File: src/rtl/prog_loader_pkg.sv
// Shared definitions for the program loader, its segment writers and anything
// that needs to decode loader state or the default end marker.
package prog_loader_pkg;

  localparam int          cXLEN             = 32;
  localparam logic [31:0] cEndMarkerDefault = 32'hDEADBEAF;

  typedef enum logic [2:0] {
    IDLE      = 3'd0,
    LOAD_INST = 3'd1,
    LOAD_DATA = 3'd2,
    DONE      = 3'd3,
    ERROR     = 3'd4
  } tLoaderState;

endpackage

File: src/rtl/loader_seg_writer.sv
// One memory segment: word counter, overflow detection and a registered
// write port whose address is the count at the time the word was accepted.
module loader_seg_writer
  import prog_loader_pkg::*;
#(
  parameter int pDepth = 1024,
  parameter int pXLEN  = cXLEN,
  localparam int cAw   = $clog2(pDepth),
  localparam int cCw   = cAw + 1
) (
  input  logic             iClk,
  input  logic             iRst,
  input  logic             iClear,
  input  logic             iWrReq,
  input  logic [pXLEN-1:0] iWord,
  output logic             oWen,
  output logic [cAw-1:0]   oAddr,
  output logic [pXLEN-1:0] oWData,
  output logic [cCw-1:0]   oCount,
  output logic             oOverflow
);

  logic             wen_q, wen_d;
  logic [cAw-1:0]   addr_q, addr_d;
  logic [pXLEN-1:0] wdata_q, wdata_d;
  logic [cCw-1:0]   count_q, count_d;
  logic             full;

  always_comb begin
    // NOTE: every output of this block gets a default first so no path leaves one unassigned and no latch is inferred.
    full    = (count_q == cCw'(pDepth));
    wen_d   = iWrReq && !full;
    count_d = count_q;
    addr_d  = addr_q;
    wdata_d = wdata_q;
    if (iClear) begin
      count_d = '0;
    end else if (wen_d) begin
      count_d = count_q + cCw'(1);
    end
    if (wen_d) begin
      addr_d  = count_q[cAw-1:0];
      wdata_d = iWord;
    end
  end

  always_ff @(posedge iClk or posedge iRst) begin
    if (iRst) begin
      wen_q   <= 1'b0;
      addr_q  <= '0;
      wdata_q <= '0;
      count_q <= '0;
    end else begin
      // NOTE: non-blocking so every flop updates from the values present before the edge.
      wen_q   <= wen_d;
      addr_q  <= addr_d;
      wdata_q <= wdata_d;
      count_q <= count_d;
    end
  end

  // A full segment refuses the word; the parent turns this into ERROR.
  assign oOverflow = iWrReq && full;
  assign oWen      = wen_q;
  assign oAddr     = addr_q;
  assign oWData    = wdata_q;
  assign oCount    = count_q;

endmodule

File: src/rtl/prog_loader.sv
// Streams instruction words, then optionally data words, into the core memories
// and releases the core once every segment has seen its end marker.
module prog_loader
  import prog_loader_pkg::*;
#(
  parameter int          pXLEN       = cXLEN,
  parameter int          pInstDepth  = 1024,
  parameter int          pDataDepth  = 1024,
  parameter logic [31:0] pEndMarker  = cEndMarkerDefault,
  parameter bit          pLoadData   = 1'b1,
  parameter bit          pStartPulse = 1'b0,
  localparam int cInstAw = $clog2(pInstDepth),
  localparam int cDataAw = $clog2(pDataDepth)
) (
  input  logic               iClk,
  input  logic               iRst,
  input  logic               iLoadReq,
  input  logic               iAbort,
  input  logic               iValid,
  output logic               oReady,
  input  logic [pXLEN-1:0]   iWord,
  output logic               oInstWen,
  output logic [cInstAw-1:0] oInstAddr,
  output logic [pXLEN-1:0]   oInst2Write,
  output logic               oDataWen,
  output logic [cDataAw-1:0] oDataAddr,
  output logic [pXLEN-1:0]   oData2Write,
  output logic               oStart,
  output logic               oBusy,
  output logic               oError,
  output logic [cInstAw:0]   oInstCount,
  output logic [cDataAw:0]   oDataCount
);

  localparam logic [2:0]       ST_IDLE      = IDLE;
  localparam logic [2:0]       ST_LOAD_INST = LOAD_INST;
  localparam logic [2:0]       ST_LOAD_DATA = LOAD_DATA;
  localparam logic [2:0]       ST_DONE      = DONE;
  localparam logic [2:0]       ST_ERROR     = ERROR;
  localparam logic [pXLEN-1:0] cMarker      = pXLEN'(pEndMarker);

  logic [2:0] state_q, state_d;
  logic       active_q, active_d;
  logic       start_q, start_d;
  logic       error_q, error_d;
  logic       accept, is_marker, inst_wr, data_wr, clr_counts;
  logic       inst_ovf, data_ovf;

  always_comb begin
    // A word arriving together with iAbort is dropped.
    accept     = iValid && active_q && !iAbort;
    is_marker  = (iWord == cMarker);
    inst_wr    = accept && !is_marker && (state_q == ST_LOAD_INST);
    data_wr    = accept && !is_marker && (state_q == ST_LOAD_DATA);
    clr_counts = 1'b0;
    state_d    = state_q;
    if (iAbort) begin
      state_d = ST_IDLE;
    end else begin
      case (state_q)
        ST_IDLE, ST_DONE, ST_ERROR: begin
          if (iLoadReq) begin
            state_d    = ST_LOAD_INST;
            clr_counts = 1'b1;
          end
        end
        ST_LOAD_INST: begin
          if (accept && is_marker) state_d = pLoadData ? ST_LOAD_DATA : ST_DONE;
          else if (inst_ovf)       state_d = ST_ERROR;
        end
        ST_LOAD_DATA: begin
          if (accept && is_marker) state_d = ST_DONE;
          else if (data_ovf)       state_d = ST_ERROR;
        end
        default: state_d = ST_IDLE;
      endcase
    end
    // Status outputs are registered copies of the next state.
    active_d = (state_d == ST_LOAD_INST) || (state_d == ST_LOAD_DATA);
    error_d  = (state_d == ST_ERROR);
    start_d  = (state_d == ST_DONE) && (!pStartPulse || (state_q != ST_DONE));
  end

  always_ff @(posedge iClk or posedge iRst) begin
    if (iRst) begin
      state_q  <= ST_IDLE;
      active_q <= 1'b0;
      start_q  <= 1'b0;
      error_q  <= 1'b0;
    end else begin
      state_q  <= state_d;
      active_q <= active_d;
      start_q  <= start_d;
      error_q  <= error_d;
    end
  end

  loader_seg_writer #(.pDepth(pInstDepth), .pXLEN(pXLEN)) u_inst_writer (
    .iClk      (iClk),
    .iRst      (iRst),
    .iClear    (clr_counts),
    .iWrReq    (inst_wr),
    .iWord     (iWord),
    .oWen      (oInstWen),
    .oAddr     (oInstAddr),
    .oWData    (oInst2Write),
    .oCount    (oInstCount),
    .oOverflow (inst_ovf)
  );

  loader_seg_writer #(.pDepth(pDataDepth), .pXLEN(pXLEN)) u_data_writer (
    .iClk      (iClk),
    .iRst      (iRst),
    .iClear    (clr_counts),
    .iWrReq    (data_wr),
    .iWord     (iWord),
    .oWen      (oDataWen),
    .oAddr     (oDataAddr),
    .oWData    (oData2Write),
    .oCount    (oDataCount),
    .oOverflow (data_ovf)
  );

  assign oReady = active_q;
  assign oBusy  = active_q;
  assign oStart = start_q;
  assign oError = error_q;

endmodule

File: config.mk
export PLATFORM = sky130hd
export DESIGN_NAME = prog_loader
export DESIGN_NICKNAME = d
export VERILOG_FILES = /design/src/rtl/prog_loader_pkg.sv /design/src/rtl/loader_seg_writer.sv /design/src/rtl/prog_loader.sv
export SDC_FILE = /design/constraint.sdc
export NUM_CORES = 1
export LEC_CHECK = 0
export BUFFER_PORTS_ARGS = -buffer_cell sky130_fd_sc_hd__clkbuf_2
export CORE_AREA = 5 5 116 118
export CTS_BUF_LIST = sky130_fd_sc_hd__clkbuf_16
export CTS_CLUSTER_DIAMETER = 80
export CTS_CLUSTER_SIZE = 24
export DETAILED_ROUTE_END_ITERATION = 8
export DIE_AREA = 0 0 121 123
export GPL_TIMING_DRIVEN = 0
export PLACE_DENSITY = 0.68
export SLEW_MARGIN = 25
export SYNTH_ARGS = -nofsm -noshare
export SYNTH_HDL_FRONTEND = slang
export SYNTH_HIERARCHICAL = 1
export SYNTH_SLANG_ARGS = --single-unit
File: constraint.sdc
create_clock -name iClk -period 4.6 [get_ports iClk]
set_input_delay 0.69 -clock iClk [delete_from_list [all_inputs] [get_ports iClk]]
set_output_delay 0.69 -clock iClk [all_outputs]
set_load 0.01 [all_outputs]
Word level (Yosys, flattened, before mapping) --
Index checks and enable logic that the tools add are counted.
Word-level totals: bits in registers 114
Operators by class: add/sub/neg operators 2, equal/unequal tests 11, multiplexer cells 14, reductions and logical operators 19
Operators by type and width (number):
- 2-to-1 mux 11 bit | 4
- == test 32 bit, second input constant | 1
- adder 11 x 1 -> 11 bit, second input constant | 2
- == test 11 bit, second input constant | 2
- 2-to-1 mux 3 bit | 6
- == test 3 x 2 -> 1 bit, second input constant | 4
- logical AND 1 bit | 10
- case mux 3 bit (3 select lines) | 1
- == test 3 x 1 -> 1 bit, second input constant | 2
- == test 3 bit, second input constant | 2
- logical NOT 1 bit | 4
- nonzero test 2 bit | 2
- logical NOT 3 bit | 1
- 2-to-1 mux 1 bit | 3
- OR reduction 3 bit | 1
- logical OR 1 bit | 1

Logic depth before layout (Yosys ltp) --
Gate-level depths: netlist of run 1.
depth after elaboration 11, mapped depth 11, mapped depth without buffers 11

Hierarchy --
Netlist of run 1, hierarchy kept.
By module, submodules not included:
- loader_seg_writer | instances 2, cells an instance 171, area each 2392.3 sq um, seq. area each 1351.3 sq um
- prog_loader | instances 1, cells an instance 59, area each 568.0 sq um, seq. area each 150.1 sq um

Least setup slack after synthesis of run 1 --
No wires, ideal clock.
kind input to register, start point input iWord[22], end point register start_q, in the netlist oStart, setup time 119 ps, data arrival time 2722 ps, data required time 4481 ps, setup slack 1759 ps, cell stages on the path 10, buffers on the path 0, path through nand4bb_1 or4_4 o21ai_0 nor3_1 inv_1 nor4_1 nor2b_1 o21ai_0 mux2_2 and2_1
Between the ends: cells in the longest elaborated chain, start to end 10
Ends and longest elaborated chain:
- start: declaration | line prog_loader.sv:21 | input logic [pXLEN-1:0] iWord,
- == test 32 bit | line prog_loader.sv:52 | is_marker = (iWord == cMarker);
- logical NOT 1 bit | line prog_loader.sv:53 | inst_wr = accept && !is_marker && (state_q == ST_LOAD_INST);
- logical AND 1 bit (2 in series) | line prog_loader.sv:53
- via inst_wr | line prog_loader.sv:46 | logic accept, is_marker, inst_wr, data_wr, clr_counts;
- logical AND 1 bit | line loader_seg_writer.sv:63 | assign oOverflow = iWrReq && full;
- via inst_ovf | line prog_loader.sv:47 | logic inst_ovf, data_ovf;
- 2-to-1 mux 3 bit | line prog_loader.sv:69 | else if (inst_ovf) state_d = ST_ERROR;
- 2-to-1 mux 3 bit | line prog_loader.sv:68 | if (accept && is_marker) state_d = pLoadData ? ST_LOAD_DATA : ST_DONE;
- case mux 3 bit (3 select lines) | line prog_loader.sv:60 | case (state_q)
- 2-to-1 mux 3 bit | line prog_loader.sv:57 | if (iAbort) begin
- == test 3 x 2 -> 1 bit | line prog_loader.sv:81 | start_d = (state_d == ST_DONE) && (!pStartPulse || (state_q != ST_DONE));
- via start_d | line prog_loader.sv:44 | logic start_q, start_d;
- end signal: assignment | line prog_loader.sv:93 | start_q <= start_d;
- end: declaration | line prog_loader.sv:44
The timed path passes the listed nets, and every way through them passes these cells. A chain may end at the register's enable or synchronous reset.

Worst setup path after layout of run 1 --
start point input iWord[22], end point register state_q[2]
Between the ends: cells in the longest elaborated chain, start to end 9
Ends and longest elaborated chain:
- == test 32 bit | line prog_loader.sv:52
- logical NOT 1 bit | line prog_loader.sv:53
- logical AND 1 bit (2 in series) | line prog_loader.sv:53
- via inst_wr | line prog_loader.sv:46
- logical AND 1 bit | line loader_seg_writer.sv:63
- via inst_ovf | line prog_loader.sv:47
- 2-to-1 mux 3 bit | line prog_loader.sv:69
- 2-to-1 mux 3 bit | line prog_loader.sv:68
- case mux 3 bit (3 select lines) | line prog_loader.sv:60
- 2-to-1 mux 3 bit | line prog_loader.sv:57
- via state_d[2] | line prog_loader.sv:42 | logic [2:0] state_q, state_d;
- end signal: assignment | line prog_loader.sv:91 | state_q <= state_d;
- end: declaration | line prog_loader.sv:42
The timed path passes the listed nets, and every way through them passes these cells.

==> key figures, run 1 <==
Synthesis
  – Flops & latches, synth: 114
  – Ys async rst share: 100.0%
  – Mapped Cells: around 400
  – Synth unique cells: 43
  – Seq/Total Area, Yosys: 53.30%
  – Syn avg cell area: 13.35 µm²
  – Ys Warns: 6
  – Synthesized net count: approximately 440
  – EDFF count, synth: 0
  – Cell Area, Synth: 5353 µm²
  – Main synth FF type: dfrtp_1

Clock tree
  – Worst skew pair latency: roughly 400 ps
  – CTS H-tree depth: 4
  – Clock slew at reported path FFs: 60 ps
  – Post-CTS Resized: 0
  – CTS Buf Count: 17
  – Clock sink count: roughly 110
  – Hold Buf Count CTS: 0
  – Post-CTS setup buffers: 0
  – Clock Root Buffer: clkbuf_16
  – Clock buffer depth: 2
  – CTS tree: done

Cells and area
  – Fin nets: between 600 and 700
  – Fillcell total: approximately 1000
  – ANT cells: 0
  – Area Growth Syn to Fin: 30.18%
  – Share of layout cells above drive strength 1: roughly 48%
  – Non-filler instance count after layout: 756

Placement
  – Inst Count DP: approximately 720
  – Detailed placer's ending HPWL: slightly below 10000 µm
  – Port buffer count: 148
  – Final GP Congestion: a little over 0.8

Run
  – Max cap viols: 0

Pwr
  – Power density over the cells: about 400 nW/µm²
  – Design Power: 2.805 mW
  – Peak VDD IR: around 220 µV
  – Leak Pwr: approximately 3.5 nW

Floorplan
  – DIE HEIGHT: between 100 and 150 µm
  – Die area: 14880 µm²
  – Row cnt: a little over 40
  – Die width: roughly 120 µm
  – I/O pin count: about 150
  – Placeable Area: 12360 µm²
  – Initial Util: 43.30%

STA
  – Sum of negative setup slack: 0 ps
  – Fin. Hold Viols: 0
  – Final setup fails: 0
  – Final Skew: around 12 ps
  – Tightest Pin Transition: 936.8 ps
  – Slew headroom: 37.06%
  – RSZ-0062 raised after global routing: no
  – Minimum clock period: 3340 ps
  – Fmax: ~300 MHz
  – Hold_ws: around 230 ps
  – Slew Limit Fails: 0
  – Period utilisation layout: between 70% and 80%

Detailed routing
  – DRC Markers: 0
  – First-iteration detailed-routing DRC count: between 300 and 400
  – Vias per cell: 5.224
  – Detailed Route WL: between 10000 and 15000 µm
  – Routed Antenna Nets: 0
  – WL/cell: between 15 and 20 µm
  – Vias post-DR: 3949
  – DR pass1 iterations: 5

Worst setup path
  – Startpoint type of the worst setup path: primary input
  – Critical path class: in2reg
  – Worst Path Required: between 4000 and 5000 ps
  – CP endpoint kind: flop
  – Worst Path Max Fanout: 7
  – CP arrival: ~3600 ps

Min path
  – Hold crit path type: in2async

Global routing
  – Largest net degree at the start of global routing: 46
  – First-pass GRT wire length: ~22000 µm
  – Grt ovf: 0
  – GRT Overall Usage: between 15 and 20%
  – Initial antenna violation count: 0
  – Vias in the first global route: 4122

Status
  – Status: finished clean
## stage by stage
step / cell area (µm²) / setup WS (ps) / util [%]
6_report: 6968 / 1260 / 56.36
5_1_grt: 6968 / 971.1 / 56.36
4_1_cts: 6968 / 1223 / 56.36
3_5_place_dp: 6374 / 814.1 / 51.55
3_3_place_gp: 6309 / 881.2 / 51.03
2_1_floorplan: 5353 / 1759 / -
## worst max-delay path, cell delays in order
cell	delay [ps]
clkbuf_2	110
nand4bb_1	190
or4_4	170
o21ai_0	140
nor3_1	750
inv_1	330
nor4_1	490
nand3b_1	130
a21oi_1	270
o41ai_4	140
a21boi_0	240
## cell type report
class,instances,area (µm²),area share [%]
multi-input combinational,250,2310,33.15
timing repair buffer,151,795.8,11.42
clock buffer,17,425.4,6.105
inverter,21,88.84,1.275
clock inverter,15,168.9,2.424
sequential,114,2853,40.94
tap,172,215.2,3.089
buffer,16,111.4,1.598
## routing by layer
metal | vias up | track usage [%] | routed length, µm
li1 | 1818 | - | -
met1 | 1982 | 23.15 | 5661
met2 | 135 | 31.61 | 6794
met3 | 14 | 4.666 | 697
met4 | 0 | 6.586 | 189
met5 | - | 0 | 0
## power breakdown
part           internal, mW  switching (mW)  total [mW]
registers              1.09          0.0531        1.14
clock network         0.846           0.466        1.31
logic                 0.184           0.166       0.350
## cell usage after synthesis, drive strengths merged (3+ instances only)
| cell type | instances | share of area, % |
|---|---|---|
| a21oi | 9 | 0.84 |
| a22o | 10 | 1.6 |
| buf | 9 | 1.6 |
| clkbuf | 7 | 0.49 |
| dfrtp | 114 | 53 |
| ha | 4 | 0.94 |
| inv | 21 | 1.6 |
| mux2 | 79 | 21 |
| nand2 | 15 | 1.1 |
| nand2b | 8 | 0.94 |
| nand3 | 11 | 1.0 |
| nand3b | 5 | 0.70 |
| nand4 | 3 | 0.35 |
| nand4b | 5 | 1.6 |
| nand4bb | 3 | 0.63 |
| nor2 | 12 | 0.84 |
| nor2b | 7 | 0.82 |
| nor3 | 4 | 0.37 |
| nor3b | 3 | 0.42 |
| nor4 | 8 | 0.94 |
| o2111ai | 4 | 0.65 |
| o211ai | 6 | 0.84 |
| o21ai | 15 | 1.4 |
| o31ai | 6 | 1.4 |
| or3 | 6 | 0.70 |
| or4 | 14 | 2.1 |
## flip-flops by register name (all words and copies together) (netlist names)
register and flops:
u_data_writer/oAddr 10, state_q 3, u_data_writer/oWData 32, u_inst_writer/oAddr 10, oError 1, oBusy 1
u_inst_writer/oCount 11, u_inst_writer/oWen 1, u_data_writer/oCount 11, u_data_writer/oWen 1, oStart 1, u_inst_writer/oWData 32
## layout by cell type, fill, tap and decap left out, types with 3 or more instances in the layout
cell type	instances
inv_4	4
mux2_4	56
nand2_1	15
o21ai_0	15
clkinvlp_4	3
nand4bb_1	3
or3_1	6
nor2b_1	7
clkbuf_16	17
clkinv_4	3
o31ai_1	4
o2111ai_1	4
dfrtp_1	114
mux2_2	23
a21oi_1	9
ha_1	4
nor4_1	8
clkbuf_2	148
a22o_1	10
nand3b_1	5
o211ai_1	6
nor3_1	4
nand4_1	3
nand3_1	11
clkbuf_1	7
bufinv_16	3
nor2_1	12
inv_1	19
or4_1	12
nand2b_1	8
buf_6	6
## worst paths after layout
check / startpoint / endpoint / slack, ps / cells past startpoint
max in group asynchronous: iRst / u_inst_writer/oWData[26] / 3860 / 3
max: iWord[22] / state_q[2] / 1260 / 11
min: iRst / u_data_writer/oWData[6] / 230 / 2
min in group iClk: u_data_writer/oAddr[7] / u_data_writer/oAddr[7] / 490 / 1
max reg2reg: oBusy / state_q[2] / 1330 / 10
min reg2reg: u_data_writer/oAddr[7] / u_data_writer/oAddr[7] / 490 / 1
## cell families after synthesis
family | count (synthesis) | synth area share (%)
AOI/OAI and AO/OA | 56 | 7.947
DFF | 114 | 53.30
xor gates and xnor gates | 1 | 0.1637
buffers and inverters | 37 | 3.647
adders and majority gates | 4 | 0.9351
and+or+nand+nor | 109 | 13.28
muxes | 80 | 20.73
Note: power is estimated with default switching activity, not from simulation.
==> run 2: changes to the inputs <==
--- a/config.mk
+++ b/config.mk
@@ -13,7 +13,7 @@
 export DETAILED_ROUTE_END_ITERATION = 8
 export DIE_AREA = 0 0 121 123
 export GPL_TIMING_DRIVEN = 0
-export PLACE_DENSITY = 0.68
+export PLACE_DENSITY = 0.71
 export SLEW_MARGIN = 25
 export SYNTH_ARGS = -nofsm -noshare
 export SYNTH_HDL_FRONTEND = slang
==> constraint.sdc (replaced) <==
create_clock -name iClk -period 2.9 [get_ports iClk]
set_input_delay 0.435 -clock iClk [delete_from_list [all_inputs] [get_ports iClk]]
set_output_delay 0.435 -clock iClk [all_outputs]
set_load 0.01 [all_outputs]
==> key figures, run 2 (same netlist as run 1, synthesis figures left out) <==
Floorplan
  – Placeable Area: 12360 µm² (unchanged)
  – Die width: 121 µm (unchanged)
  – Row cnt: 41 (unchanged)
  – Initial Util: 43.30% (unchanged)
  – I/O pin count: 149 (unchanged)
  – DIE HEIGHT: 123 µm (unchanged)
  – Die area: 14880 µm² (unchanged)

Detailed routing
  – Vias post-DR: 3909 (-1.0%)
  – Routed Antenna Nets: 0 (unchanged)
  – Detailed Route WL: 13290 µm (-0.37%)
  – First-iteration detailed-routing DRC count: 246 (-36%)
  – DR pass1 iterations: 4 (-1)
  – WL/cell: 17.51 µm (-0.77%)
  – Vias per cell: 5.150 (-1.4%)
  – DRC Markers: 0 (unchanged)

STA
  – Period utilisation layout: 90.42%
  – Slew Limit Fails: 0 (unchanged)
  – RSZ-0062 raised after global routing: no
  – Final setup fails: 0 (unchanged)
  – Slew headroom: 58.69% (+22 points)
  – Final Skew: 7.111 ps (-4.707 ps)
  – Minimum clock period: around 2600 ps
  – Fin. Hold Viols: 0 (unchanged)
  – Tightest Pin Transition: 619.7 ps (-317.2 ps)
  – Fmax: approximately 380 MHz

Pwr
  – Design Power: 4.384 mW (+56%)
  – Peak VDD IR: 306.8 µV (+37%)
  – Power density over the cells: 625.7 nW/µm² (+55%)
  – Leak Pwr: 3.497 nW (+0.54%)

Clock tree
  – Clock sink count: 114 (unchanged)
  – CTS Buf Count: 17 (unchanged)
  – CTS H-tree depth: 4 (unchanged)
  – Clock Root Buffer: clkbuf_16
  – CTS tree: done
  – Worst skew pair latency: 410 ps (about the same)
  – Clock slew at reported path FFs: 50 ps (about the same)
  – Clock buffer depth: 2 (unchanged)

Global routing
  – GRT Overall Usage: 18.86% (+0.26 points)
  – Initial antenna violation count: 0 (unchanged)
  – Largest net degree at the start of global routing: 41 (-11%)
  – Grt ovf: 0 (unchanged)
  – First-pass GRT wire length: 21670 µm (+0.74%)
  – Vias in the first global route: 4198 (+1.8%)

Worst setup path
  – CP arrival: 2920 ps (-720 ps)
  – Critical path class: reg2reg
  – CP endpoint kind: flop
  – Slowest CP cell: nor3_2
  – Worst path max stage delay: 410 ps (-340 ps)
  – WP buf/inv: 2 (unchanged)
  – Worst Path Required: 3200 ps (-1700 ps)
  – Critical Path, Cell by Cell: nand2_1 -> nor2_1 -> o21ai_1 -> nor3_2 -> inv_2 -> nor4_2 -> nor2b_1 -> a211oi_1 -> o21ai_0 -> inv_1 -> and2_1
  – Critical path's top delay family: simple AND/OR/NAND/NOR gates
  – Worst Path Max Fanout: 7 (unchanged)
  – Startpoint type of the worst setup path: flop

Cells and area
  – Commonest cells after routing, fill and taps aside: clkbuf_2, dfrtp_1, mux2_4
  – Share of layout cells above drive strength 1: 49.23% (+0.95 points)
  – Fin nets: 617 (+0.82%)
  – ANT cells: 0 (unchanged)
  – Non-filler instance count after layout: 759 (+0.40%)
  – Commonest non-fill, non-tap cell in the layout: clkbuf_2
  – Post-route design area: 7007 µm² (+0.56%)
  – Area Growth Syn to Fin: 30.90%

Run
  – Max cap viols: 0 (unchanged)

Placement
  – Port buffer count: 148 (unchanged)
  – Detailed placer's ending HPWL: 9677 µm (+0.57%)
  – Final GP Congestion: 0.7784 (-4.9%)
  – Inst Count DP: 724 (unchanged)
  – Post-detailed-placement cell area: 6366 µm² (-0.12%)

Status
  – Status: finished clean

Min path
  – Hold crit path type: in2reg
[run 2: changes by cell type in the layout (fill, tap and decap cells not counted), sizes merged]
| cell | previous run | this run |
|---|---|---|
| inv | 24 | 22 |
| dlygate4sd3 | 0 | 1 |
| clkinv | 6 | 8 |
| clkinvlp | 3 | 1 |
| buf | 12 | 16 |
[run 2: per-layer routing]
metal / vias up / share of wire (%) / GRT usage, %
met2: 125 / 50 / 31.96
li1: 1826 / - / -
met3: 25 / 4.7 / 5.124
met1: 1933 / 43 / 22.45
met4: 0 / 2.5 / 8.711
met5: - / 0 / 0
[run 2: worst paths after layout]
kind	start	to	slack (ps)	cells past startpoint
setup / recovery	oBusy	oStart	280	11
hold / removal	iWord[0]	u_data_writer/oWData[0]	290	2
setup reg to reg	oBusy	oStart	280	11
hold reg to reg	u_data_writer/oAddr[7]	u_data_writer/oAddr[7]	490	1
max in group asynchronous	iRst	u_inst_writer/oCount[5]	1820	4
min in group asynchronous	iRst	u_data_writer/oWData[10]	560	3
[run 2: final cells by class]
class | count | area (µm²)
buffer | 16 | 111.4
clock buffer | 17 | 425.4
clock inverter | 13 | 146.4
fill | 1019 | 5356
inverter | 21 | 88.84
multi-input combinational | 250 | 2338
sequential | 114 | 2853
tap | 172 | 215.2
timing repair buffer | 156 | 828.3
[run 2: per-stage QoR]
step / setup slack [ps] / util, % / hold WS, ps / TNS, ps
2_1_floorplan: 314.3 / - / 226.0 / 0
3_3_place_gp: -593.5 / 51.03 / 353.6 / -7583
3_5_place_dp: -642.6 / 51.49 / 421.0 / -9030
4_1_cts: 4.270 / 56.33 / 268.0 / 0
5_1_grt: 6.914 / 56.67 / 282.8 / 0
6_report: 277.9 / 56.67 / 292.3 / 0
[run 2: report_power, final]
group | switching (mW) | internal (mW)
clock network | 0.694 | 1.32
registers | 0.0841 | 1.73
logic | 0.261 | 0.292
[run 2: what timing repair did]
action                                  in CTS  in global routing
hold buffers                                 1                  0
gates resized for setup                      3                  4
setup buffers                                0                  4
pin swaps                                    0                  2
hold endpoints to repair                    20                  0
endpoints found under the setup margin       6                  6
gates cloned                                 0                  0
==> run 3: changes to the inputs <==
--- a/config.mk
+++ b/config.mk
@@ -5,6 +5,7 @@
 export SDC_FILE = /design/constraint.sdc
 export NUM_CORES = 1
 export LEC_CHECK = 0
+export ABC_AREA = 1
 export BUFFER_PORTS_ARGS = -buffer_cell sky130_fd_sc_hd__clkbuf_2
 export CORE_AREA = 5 5 116 118
 export CTS_BUF_LIST = sky130_fd_sc_hd__clkbuf_16
==> key figures, run 3 <==
Global routing
  – GR Util met1: 29.12% (+6.7 points)
  – Met3 Use GR: 4.666% (-0.46 points)
  – First-pass GRT wire length: 24390 µm (+13%)
  – Initial antenna violation count: 0 (unchanged)
  – GR peak layer: met2
  – Grt ovf: 0 (unchanged)
  – Vias in the first global route: 4716 (+12%)
  – Largest net degree at the start of global routing: 41 (unchanged)
  – GRT Overall Usage: 20.82% (+2.0 points)
  – Grt met2 use: 32.34% (+0.38 points)

Worst setup path
  – CP endpoint kind: flop
  – Critical path class: reg2reg
  – Slowest CP cell: nor2_1
  – CP arrival: 2720 ps (-200 ps)
  – Worst Path Required: 3220 ps (+20 ps)
  – Most frequent CP cell: nand2_1
  – Startpoint type of the worst setup path: flop
  – Critical Path, Cell by Cell: o21ai_0 -> nand2_1 -> nor2_1 -> clkinv_1 -> nand2_1 -> nand2_1 -> o21ai_1
  – Worst path max stage delay: 520 ps (+110 ps)
  – Reg2reg path depth: 7 (-4)
  – Worst Path Max Fanout: 10 (+3)

STA
  – Worst Setup Slack, final: 500.2 ps (+222.3 ps)
  – Hold_ws: 8.217 ps (-284.0 ps)
  – Final Skew: 9.076 ps (+1.965 ps)
  – Tightest Pin Transition: 665.3 ps (+45.66 ps)
  – Slew Limit Fails: 0 (unchanged)
  – Minimum clock period: 2400 ps (-222.3 ps)
  – Slew headroom: 55.48% (-3.2 points)
  – Period utilisation layout: 82.75% (-7.7 points)
  – Fmax: 416.7 MHz (+9.3%)
  – Fin. Hold Viols: 0 (unchanged)
  – RSZ-0062 raised after global routing: no
  – Sum of negative setup slack: 0 ps (unchanged)
  – Final setup fails: 0 (unchanged)

Synthesis
  – Post-synth top area share: 52.97% (-0.32 points)
  – Area leader, netlist: dfrtp_1
  – EDFF count, synth: 0 (unchanged)
  – Synth cell count leaders: nand2_1, dfrtp_1, inv_1, nor2_1, nand3_1
  – Main synth FF type: dfrtp_1
  – Synth area leaders: dfrtp_1, nand2_1, inv_1, nor2_1, nand4_1
  – Top-count cell post-synth: nand2_1
  – Mapped Cells: 673 (+68%)
  – Synth unique cells: 28 (-35%)
  – Ys async rst share: 100.0% (unchanged)
  – Syn avg cell area: 8.002 µm² (-40%)
  – Cell Area, Synth: 5385 µm² (+0.61%)
  – Ys Warns: 6 (unchanged)
  – Synthesized net count: 714 (+62%)
  – Seq/Total Area, Yosys: 52.97% (-0.32 points)
  – Flops & latches, synth: 114 (unchanged)

Placement
  – Detailed placer's ending HPWL: 11140 µm (+15%)
  – Setup WS pre-CTS: 537.9 ps (+1181 ps)
  – Port buffer count: 148 (unchanged)
  – Post-detailed-placement cell area: 6386 µm² (+0.31%)
  – Final GP Congestion: 0.8834 (+13%)
  – Inst Count DP: 995 (+37%)

Floorplan
  – Placeable Area: 12360 µm² (unchanged)
  – Die width: 121 µm (unchanged)
  – DIE HEIGHT: 123 µm (unchanged)
  – Initial Util: 43.56% (+0.26 points)
  – Row cnt: 41 (unchanged)
  – Die area: 14880 µm² (unchanged)
  – I/O pin count: 149 (unchanged)

Clock tree
  – Worst skew pair latency: 400 ps (about the same)
  – Post-CTS Resized: 0 (-3)
  – CTS Buf Count: 17 (unchanged)
  – Post-CTS setup buffers: 0 (unchanged)
  – Clock sink count: 114 (unchanged)
  – CTS tree: done
  – CTS H-tree depth: 4 (unchanged)
  – Clock buffer depth: 2 (unchanged)
  – Clock slew at reported path FFs: 60 ps (about the same)
  – Hold Buf Count CTS: 0 (-1)
  – Clock Root Buffer: clkbuf_16

Detailed routing
  – Vias post-DR: 4944 (+26%)
  – DRC Markers: 0 (unchanged)
  – First-iteration detailed-routing DRC count: 412 (+67%)
  – Vias per cell: 4.814 (-6.5%)
  – Detailed Route WL: 14990 µm (+13%)
  – WL/cell: 14.60 µm (-17%)
  – Routed Antenna Nets: 0 (unchanged)
  – DR pass1 iterations: 5 (+1)

Pwr
  – Internal power: 3.190 mW (-4.6%)
  – Peak VDD IR: 352.0 µV (+15%)
  – Sequential share of power: 43.3% (+1.9 points)
  – Switching Share: 27.96% (+4.3 points)
  – Power density over the cells: 640.5 nW/µm² (+2.4%)
  – Psw: 1.238 mW (+19%)
  – Combinational share of power: 14.8% (+2.2 points)
  – Clock Power Share: 41.9% (-4.1 points)
  – Design Power: 4.428 mW (+1.0%)
  – Leak Pwr: 3.854 nW (+10%)

Status
  – Status: finished clean

Cells and area
  – Share of layout cells above drive strength 1: 27.60% (-22 points)
  – ANT cells: 0 (unchanged)
  – Commonest non-fill, non-tap cell in the layout: nand2_1
  – Non-filler instance count after layout: 1027 (+35%)
  – Commonest cells after routing, fill and taps aside: nand2_1, clkbuf_2, dfrtp_1
  – Finished Core Util: 55.93% (-0.75 points)
  – Fin nets: 883 (+43%)
  – Post-route design area: 6914 µm² (-1.3%)
  – Area Growth Syn to Fin: 28.39%

Run
  – Max cap viols: 0 (unchanged)

Min path
  – Hold crit path type: in2async
## run 3: cell types whose count changed after synthesis, sizes merged, moves of 8 or more
cell    delta
o21ai     +22
nand3     +18
nand2    +313
a22o      -10
mux2      -79
nand4     +20
buf       +13
inv       +29
nor2      +43
or4       -14
nand2b     -8
nor4       -8
## run 3: power by group through the flow
stage               Clock (mW)  Sequential (mW)  Combinational (mW)
global route              1.97             1.94               0.738
global placement             0             1.94               0.640
CTS                       1.89             1.92               0.666
floorplan                    0             2.00               0.256
finish                    1.86             1.92               0.656
detailed placement           0             1.93               0.667
## run 3: kinds of logic after synthesis
| family | Yosys count | share of synthesized area [%] |
|---|---|---|
| AND/OR/NAND/NOR | 437 | 34.22 |
| buffers and inverters | 73 | 6.435 |
| AO/OA/AOI/OAI | 41 | 4.786 |
| XOR/XNOR | 4 | 0.6505 |
| flip-flops | 114 | 52.97 |
| adder cells (fa/ha/maj) | 4 | 0.9294 |
## run 3: layout make-up
cell class | count | area [µm²]
fill | 1174 | 5449
sequential | 114 | 2853
timing repair buffer | 150 | 780.7
buffer | 22 | 155.1
multi-input combinational | 486 | 2186
tap | 172 | 215.2
clock buffer | 17 | 425.4
clock inverter | 15 | 102.6
inverter | 51 | 196.4
## run 3: path summary, 6_finish.rpt
kind                                                from                  endpoint  slack [ps]
min in group iClk                              iWord[24]  u_inst_writer/oWData[24]         260
max in group asynchronous                           iRst  u_inst_writer/oWData[28]        2400
worst max register to register                state_q[1]   u_inst_writer/oCount[4]         500
worst min register to register  u_inst_writer/oWData[11]  u_inst_writer/oWData[11]         480
worst min-delay path                                iRst  u_data_writer/oWData[20]           8
worst max-delay path                          state_q[1]   u_inst_writer/oCount[4]         500
## run 3: worst max-delay path: cells and delay by family (launching register included)
kind	cells	cell delay (ps)
compound gates	2	390
flops	1	420
buf+inv	1	480
simple gates	4	1020
## run 3: per-layer routing
metal / vias up / share of wire, %
li1: 2437 / -
met1: 2328 / 47
met2: 168 / 46
met3: 11 / 6.3
met4: 0 / 1.1
met5: - / 0
